**src/rtl/ram_fifo_ctrl_pkg.sv**
```systemverilog
// ram_fifo_ctrl_pkg: shared defaults for the RAM-backed FIFO controller
// Holds the default data width and depth used by the controller and its RAM.
package ram_fifo_ctrl_pkg;
    localparam int DEF_DATA_WIDTH = 8;
    localparam int DEF_FIFO_DEPTH = 8;
endpackage

```
**src/rtl/ram_dp_ar_sw.sv**
```systemverilog
// ram_dp_ar_sw: library dual-port RAM, synchronous write port, asynchronous read port
// Ports: clk, rst_n (read gate), i_we/i_waddr/i_wdata (write), i_re/i_raddr/o_rdata (read).
// Read data is forced to 0 while the read is disabled or the RAM is held in reset.
module ram_dp_ar_sw
    import ram_fifo_ctrl_pkg::*;
#(
    parameter int OPTN_DATA_WIDTH = DEF_DATA_WIDTH,
    parameter int OPTN_DEPTH      = DEF_FIFO_DEPTH
) (
    input  logic                          clk,
    input  logic                          rst_n,
    input  logic                          i_we,
    input  logic [$clog2(OPTN_DEPTH)-1:0] i_waddr,
    input  logic [OPTN_DATA_WIDTH-1:0]    i_wdata,
    input  logic                          i_re,
    input  logic [$clog2(OPTN_DEPTH)-1:0] i_raddr,
    output logic [OPTN_DATA_WIDTH-1:0]    o_rdata
);
    logic [OPTN_DATA_WIDTH-1:0] mem [OPTN_DEPTH];

    always_ff @(posedge clk) begin
        if (i_we) mem[i_waddr] <= i_wdata;
    end

    always_comb o_rdata = (i_re && rst_n) ? mem[i_raddr] : '0;
endmodule

```
**src/rtl/ram_fifo_ptr.sv**
```systemverilog
// ram_fifo_ptr: wrap-bit circular-buffer pointer with increment and clear
// Ports: clk, rst (sync, active-high), i_clr (sync clear), i_inc (advance), o_ptr (index plus wrap MSB).
// Depth is a power of two, so a plain binary increment toggles the wrap bit on index rollover.
module ram_fifo_ptr #(
    parameter int IDX_W = 3
) (
    input  logic           clk,
    input  logic           rst,
    input  logic           i_clr,
    input  logic           i_inc,
    output logic [IDX_W:0] o_ptr
);
    logic [IDX_W:0] ptr_q, ptr_d;

    always_comb ptr_d = i_clr ? '0 : ptr_q + (IDX_W+1)'(i_inc);

    always_ff @(posedge clk) begin
        if (rst) ptr_q <= '0;
        else     ptr_q <= ptr_d;
    end

    assign o_ptr = ptr_q;
endmodule

```
**src/rtl/ram_fifo_ctrl.sv**
```systemverilog
// ram_fifo_ctrl: FIFO controller sequencing a dual-port RAM as a circular buffer
// Ports: clk, rst (sync, active-high), i_flush, i_enq_valid/o_enq_ready/i_enq_data,
//        o_deq_valid/i_deq_ready/o_deq_data, o_count, o_almost_full (optional).
// Optional macro RAM_FIFO_CTRL_ALMOST_FULL_EN adds a registered o_almost_full at OPTN_AF_THRESHOLD.
module ram_fifo_ctrl
    import ram_fifo_ctrl_pkg::*;
#(
    parameter int OPTN_DATA_WIDTH   = DEF_DATA_WIDTH,
    parameter int OPTN_FIFO_DEPTH   = DEF_FIFO_DEPTH,
    parameter int OPTN_AF_THRESHOLD = OPTN_FIFO_DEPTH - 2
) (
    input  logic                               clk,
    input  logic                               rst,
    input  logic                               i_flush,
    input  logic                               i_enq_valid,
    output logic                               o_enq_ready,
    input  logic [OPTN_DATA_WIDTH-1:0]         i_enq_data,
    output logic                               o_deq_valid,
    input  logic                               i_deq_ready,
    output logic [OPTN_DATA_WIDTH-1:0]         o_deq_data,
`ifdef RAM_FIFO_CTRL_ALMOST_FULL_EN
    output logic                               o_almost_full,
`endif
    output logic [$clog2(OPTN_FIFO_DEPTH):0]   o_count
);
    localparam int FIFO_IDX_WIDTH = $clog2(OPTN_FIFO_DEPTH);
    localparam int FIFO_CNT_WIDTH = FIFO_IDX_WIDTH + 1;

    logic [FIFO_CNT_WIDTH-1:0] head, tail, count_q, count_d;
    logic full, empty, enq_fire, deq_fire;

    ram_fifo_ptr #(.IDX_W(FIFO_IDX_WIDTH)) u_head (
        .clk(clk), .rst(rst), .i_clr(i_flush), .i_inc(deq_fire), .o_ptr(head)
    );

    ram_fifo_ptr #(.IDX_W(FIFO_IDX_WIDTH)) u_tail (
        .clk(clk), .rst(rst), .i_clr(i_flush), .i_inc(enq_fire), .o_ptr(tail)
    );

    // Flush drops any handshake in its cycle, so neither fire nor RAM write happens.
    always_comb begin
        empty    = head == tail;
        full     = (head[FIFO_IDX_WIDTH-1:0] == tail[FIFO_IDX_WIDTH-1:0]) &&
                   (head[FIFO_IDX_WIDTH] != tail[FIFO_IDX_WIDTH]);
        enq_fire = i_enq_valid && !full && !i_flush;
        deq_fire = i_deq_ready && !empty && !i_flush;
        count_d  = i_flush ? '0 : count_q + FIFO_CNT_WIDTH'(enq_fire) - FIFO_CNT_WIDTH'(deq_fire);
    end

    always_ff @(posedge clk) begin
        if (rst) count_q <= '0;
        else     count_q <= count_d;
    end

    ram_dp_ar_sw #(.OPTN_DATA_WIDTH(OPTN_DATA_WIDTH), .OPTN_DEPTH(OPTN_FIFO_DEPTH)) u_ram (
        .clk    (clk),
        .rst_n  (!rst),
        .i_we   (enq_fire),
        .i_waddr(tail[FIFO_IDX_WIDTH-1:0]),
        .i_wdata(i_enq_data),
        .i_re   (!empty),
        .i_raddr(head[FIFO_IDX_WIDTH-1:0]),
        .o_rdata(o_deq_data)
    );

    assign o_enq_ready = !full;
    assign o_deq_valid = !empty;
    assign o_count     = count_q;

`ifdef RAM_FIFO_CTRL_ALMOST_FULL_EN
    localparam logic [FIFO_CNT_WIDTH-1:0] AF_THR = FIFO_CNT_WIDTH'(OPTN_AF_THRESHOLD);
    logic af_q, af_d;

    // Derived from the next count so the flag lands on the same edge as o_count.
    always_comb af_d = count_d >= AF_THR;

    always_ff @(posedge clk) begin
        if (rst) af_q <= 1'b0;
        else     af_q <= af_d;
    end

    assign o_almost_full = af_q;
`endif
endmodule

```
**config.mk**
```make
export PLATFORM = sky130hd
export DESIGN_NAME = ram_fifo_ctrl
export DESIGN_NICKNAME = d
export VERILOG_FILES = /design/src/rtl/ram_fifo_ctrl_pkg.sv /design/src/rtl/ram_dp_ar_sw.sv /design/src/rtl/ram_fifo_ptr.sv /design/src/rtl/ram_fifo_ctrl.sv
export SDC_FILE = /design/constraint.sdc
export NUM_CORES = 1
export LEC_CHECK = 0
export CORE_ASPECT_RATIO = 0.9
export CORE_MARGIN = 1.5
export CORE_UTILIZATION = 45
export CTS_CLUSTER_SIZE = 40
export DETAILED_ROUTE_END_ITERATION = 7
export HOLD_SLACK_MARGIN = 0.08
export PLACE_DENSITY = 0.66
export SLEW_MARGIN = 40
export SYNTH_ARGS = -nofsm -noshare
export SYNTH_HDL_FRONTEND = slang
export SYNTH_HIERARCHICAL = 1
export SYNTH_SLANG_ARGS = --single-unit
```
**constraint.sdc**
```tcl
create_clock -name clk -period 4.51 [get_ports clk]
set_input_delay 0.902 -clock clk [delete_from_list [all_inputs] [get_ports clk]]
set_output_delay 0.902 -clock clk [all_outputs]
set_load 0.01 [all_outputs]
```
* Word level (Yosys, flattened, before mapping)
Memory sizes are Yosys's and may differ from the RTL's. A register that Yosys moved wholly into a read port is not among the register bits. Cells that the tools add are included.
Word-level totals: register bits 12, bits in writable memories 64, bits of input ports 13, output and inout port bits 14, logic and storage cells 26, memories 1
Operators by class: add/subtract/negate cells 4, equality and inequality tests 3, mux-type cells 4, reductions and logical operators 11
Memories:
- u_ram.mem | depth 8, bits a word 8, read ports 1, clocked after memory_dff 1, write ports 1, RTL line ram_dp_ar_sw.sv:19 | logic [OPTN_DATA_WIDTH-1:0] mem [OPTN_DEPTH];
Operator list (count):
- adder 4 x 1 -> 4 bit | 3
- two-way mux 8 bit | 1
- logical AND 1 bit | 6
- == test 4 bit | 1
- logical NOT 1 bit | 4
- subtractor 4 x 1 -> 4 bit | 1
- == test 3 bit | 1
- two-way mux 3 bit | 1
- two-way mux 1 bit | 2
- OR reduction 2 bit | 1
- != test 1 bit | 1

* Longest topological paths before layout
word-level depth 7, gate-level depth with buffers 10, depth with buffers taken out 10

* Modules after synthesis
The synthesis kept the hierarchy.
Modules (own cells, without submodules):
- ram_dp_ar_sw | instances 1, cells an instance 145, area an instance 2616.3 µm², seq. area each 1921.8 µm²
- ram_fifo_ctrl | instances 1, cells an instance 35, area an instance 314.1 µm², seq. area each 80.1 µm²
- ram_fifo_ptr at u_tail | instances 1, cells an instance 14, area an instance 171.4 µm², seq. area each 80.1 µm²
- ram_fifo_ptr at u_head | instances 1, cells an instance 14, area an instance 166.4 µm², seq. area each 80.1 µm²

* Worst setup path after synthesis
No wires, ideal clock.
kind input port to output port, from in rst, to out o_deq_data[0], arrival 1.433 ns, data required time 3.608 ns, path slack 2.175 ns, stages 3, buffers on the path 0, cells stage by stage inv_1 > nand2_1 > nor3_2
Between the ends: word-level cells in the longest chain between the ends 3
Ends and longest elaborated chain:
- start, declared | RTL line ram_fifo_ctrl.sv:13 | input logic rst,
- logical NOT 1 bit | RTL line ram_fifo_ctrl.sv:57 | .rst_n (!rst),
- logical AND 1 bit | RTL line ram_dp_ar_sw.sv:25 | always_comb o_rdata = (i_re && rst_n) ? mem[i_raddr] : '0;
- two-way mux 8 bit | RTL line ram_dp_ar_sw.sv:25
- end, declared | RTL line ram_fifo_ctrl.sv:20 | output logic [OPTN_DATA_WIDTH-1:0] o_deq_data,
Every way passes these cells.

* Final worst setup path
from in rst, to out o_deq_data[1]
Same word-level chain as after synthesis.

==> metrics.txt <==
Critical Path RT=3610 ps; Seq pwr share=58.3%; Post-Route Setup TNS=0 ps; initial antenna violation count=0; WL met1=2710 um; CP max stage cell=clkdlybuf4s50_1; Final min period=3660 ps; final design instance area without fill=3830 sq um; Longest Clk Path Bufs=2; Placed Area=around 3600 sq um; die height=83.8 um; ys async rst share=0%; WS Path Type=in -> out; io pins=27; # setup viols final=0; FF+latch count, synth=76; Post-Syn Area per Cell=15.7 sq um; Power Total=1320 uW; logic gate share of total power=~4%; # clock sinks=76; crit path DAT=2760 ps; Layout area overhead=17.1%; placed insts=~330; CP Buf/Inv Count=4; CP max stage delay=570 ps; peak supply drop=0.000161 V; Synth cell types=32; Worst-path clk slew=70 ps; Clk pwr share=around 38%; RSZ-0062 raised after global routing=no; H-Tree Depth=3; row count=29; Post-Layout Cell Count=between 300 and 400; Worst setup EP type=primary output; Root Driver=clkbuf_8; initial DRC count=28; Slew Limit Headroom=43.6%; Final Max Slew Viols=0; I/O Buffers=26; most common cell after layout, fill and taps aside=edfxtp_1; share of layout cells above drive strength 1=16.1%; final core area utilization=54.4%; HP Class=reg -> reg; register area share after synthesis=66.2%; Antenna Violating Nets Remaining=0; Die ar.=a little under 8000 sq um; most frequent cells in the layout=edfxtp_1 (64), mux2i_1 (32), clkdlybuf4s50_1 (26); outcome=finished, final reports clean; Synth Flop Type=edfxtp_1; CP top delay family=buffers and inverters; Final period util=81.2%; DR top layer=met4; P_leak=0.00122 uW; post-synthesis instance total=between 200 and 250; met3 wire len=248 um; via count=between 1,500 and 2,000; # DRC=0; Setup Buffers After CTS=0; Hold Fails Final Rpt=0; Synth Warn #=6; internal power=1050 uW; EDFF count, synth=64; Switching Fraction=between 20% and 30%; mapped cell area=between 3000 and 4000 sq um; startpoint types=primary input; vias in the first global route=1,744; Synth area leaders=edfxtp_1 (59%), mux2i_1 (9.8%), dfxtp_1 (7.4%); Starting Density=46.4%; core area=7040 sq um; vias per cell=about 5.3; gp weighted congestion=0.762; power density over the cells=between 300 and 400 nW/um^2; syn_nets=between 200 and 250; slew at the pin closest to its max-slew limit=840 ps; Final #Nets=265; Inserted Clock Buffers=9; clk_skew=~9.6 ps; TritonRoute pass-1 iters=4; fmax=273 MHz; r2r setup slk=2060 ps; CTS tree=yes; DR WL/cell=16.8 um; first-pass GRT wire length=around 9000 um; critical path peak fanout=14; diodes inserted=0; max-cap viol count=0; Psw=271 uW; largest net degree at the start of global routing=34; worst path cell trace=clkdlybuf4s50_1 -> buf_4 -> inv_1 -> nand2_1 -> nor3_2 -> clkdlybuf4s50_1; Tot GR Track Use=16.2%; Resized cells post-CTS=0; final WL=5740 um; GRT overflow=0; # hold bufs at CTS=0; worst-skew pair later-pin latency=340 ps; DIE WIDTH=92.8 um; post-synth top area cell=edfxtp_1; metal2 WL=2670 um; Synth top area share=between 50 and 60%; Top cell by count, worst path=clkdlybuf4s50_1; hpwl dp=3510 um
==> layout make-up <==
cell class              instances  area [sq um]
inverters                       6          22.5
fillers                       585          3210
repair buffers                 31           298
clock buffers                  10           128
flip-flops and latches         76          2160
clock inverters                 6          65.1
multi-input cells             119          1030
well taps                      93           116
==> registers in the layout (all words and copies together), names as in the netlist <==
register	flops
u_tail/o_ptr	4
u_ram/mem	64
o_count	4
u_head/o_ptr	4
==> layer usage <==
layer / vias to the layer above / track usage, %
li1: 865 / -
met1: 884 / 20.8
met2: 40 / 25.5
met3: 11 / 5.83
met4: 0 / 5.37
met5: - / 0
==> path summary, 6_finish.rpt <==
kind / to / cells past startpoint / from
max: o_deq_data[1] / 6 / rst
min: o_count[0]$_SDFF_PP0_ / 2 / o_count[0]$_SDFF_PP0_
max reg2reg: u_ram/mem[4][6]$_DFFE_PP_ / 6 / u_tail/o_ptr[1]$_SDFF_PP0_
min reg2reg: o_count[0]$_SDFF_PP0_ / 2 / o_count[0]$_SDFF_PP0_
==> cells by family after synthesis <==
family	after synthesis	synth area share [%]
buf+inv	13	2.79
xor+xnor	8	2.14
compound gates	19	4.82
flops	76	66.2
mux	34	10.7
fa+ha+maj	9	3.68
simple gates	49	9.69
==> power groups by stage <==
| stage | combinational, uW | clock [uW] | sequential (uW) |
|---|---|---|---|
| after floorplan | 21.4 | 0 | 784 |
| after global placement | 51.7 | 0 | 784 |
| after detailed placement | 52.4 | 0 | 784 |
| after CTS | 52.7 | 511 | 768 |
| after global routing | 57.6 | 537 | 768 |
| final | 52.2 | 497 | 768 |
==> metrics by stage <==
stage	hold slack, ps	setup WS [ps]
floorplan	554	2180
global placement	575	838
detailed placement	573	841
CTS	601	822
global route	648	768
finish	596	846
==> cell usage after synthesis (2+ instances only) <==
cell      instances
nand2b_1          3
nor3_2            8
xor2_1            2
a22o_1           16
edfxtp_1         64
nor3b_1           6
and3b_1           2
clkbuf_1          2
a21oi_1           2
ha_1              8
nor2b_1           2
nor2_1            8
inv_1             6
and2_1            2
xnor2_1           6
dfxtp_1          12
mux2_4            2
mux2i_1          32
buf_6             2
nor3_1            8
nand2_1           3
nand3_1           2
==> worst min-delay path: stages, from the launching register on <==
cell and delay, ps:
dfxtp_1 340, ha_1 120, and2_1 100
Note: power is estimated with default switching activity, not from simulation.
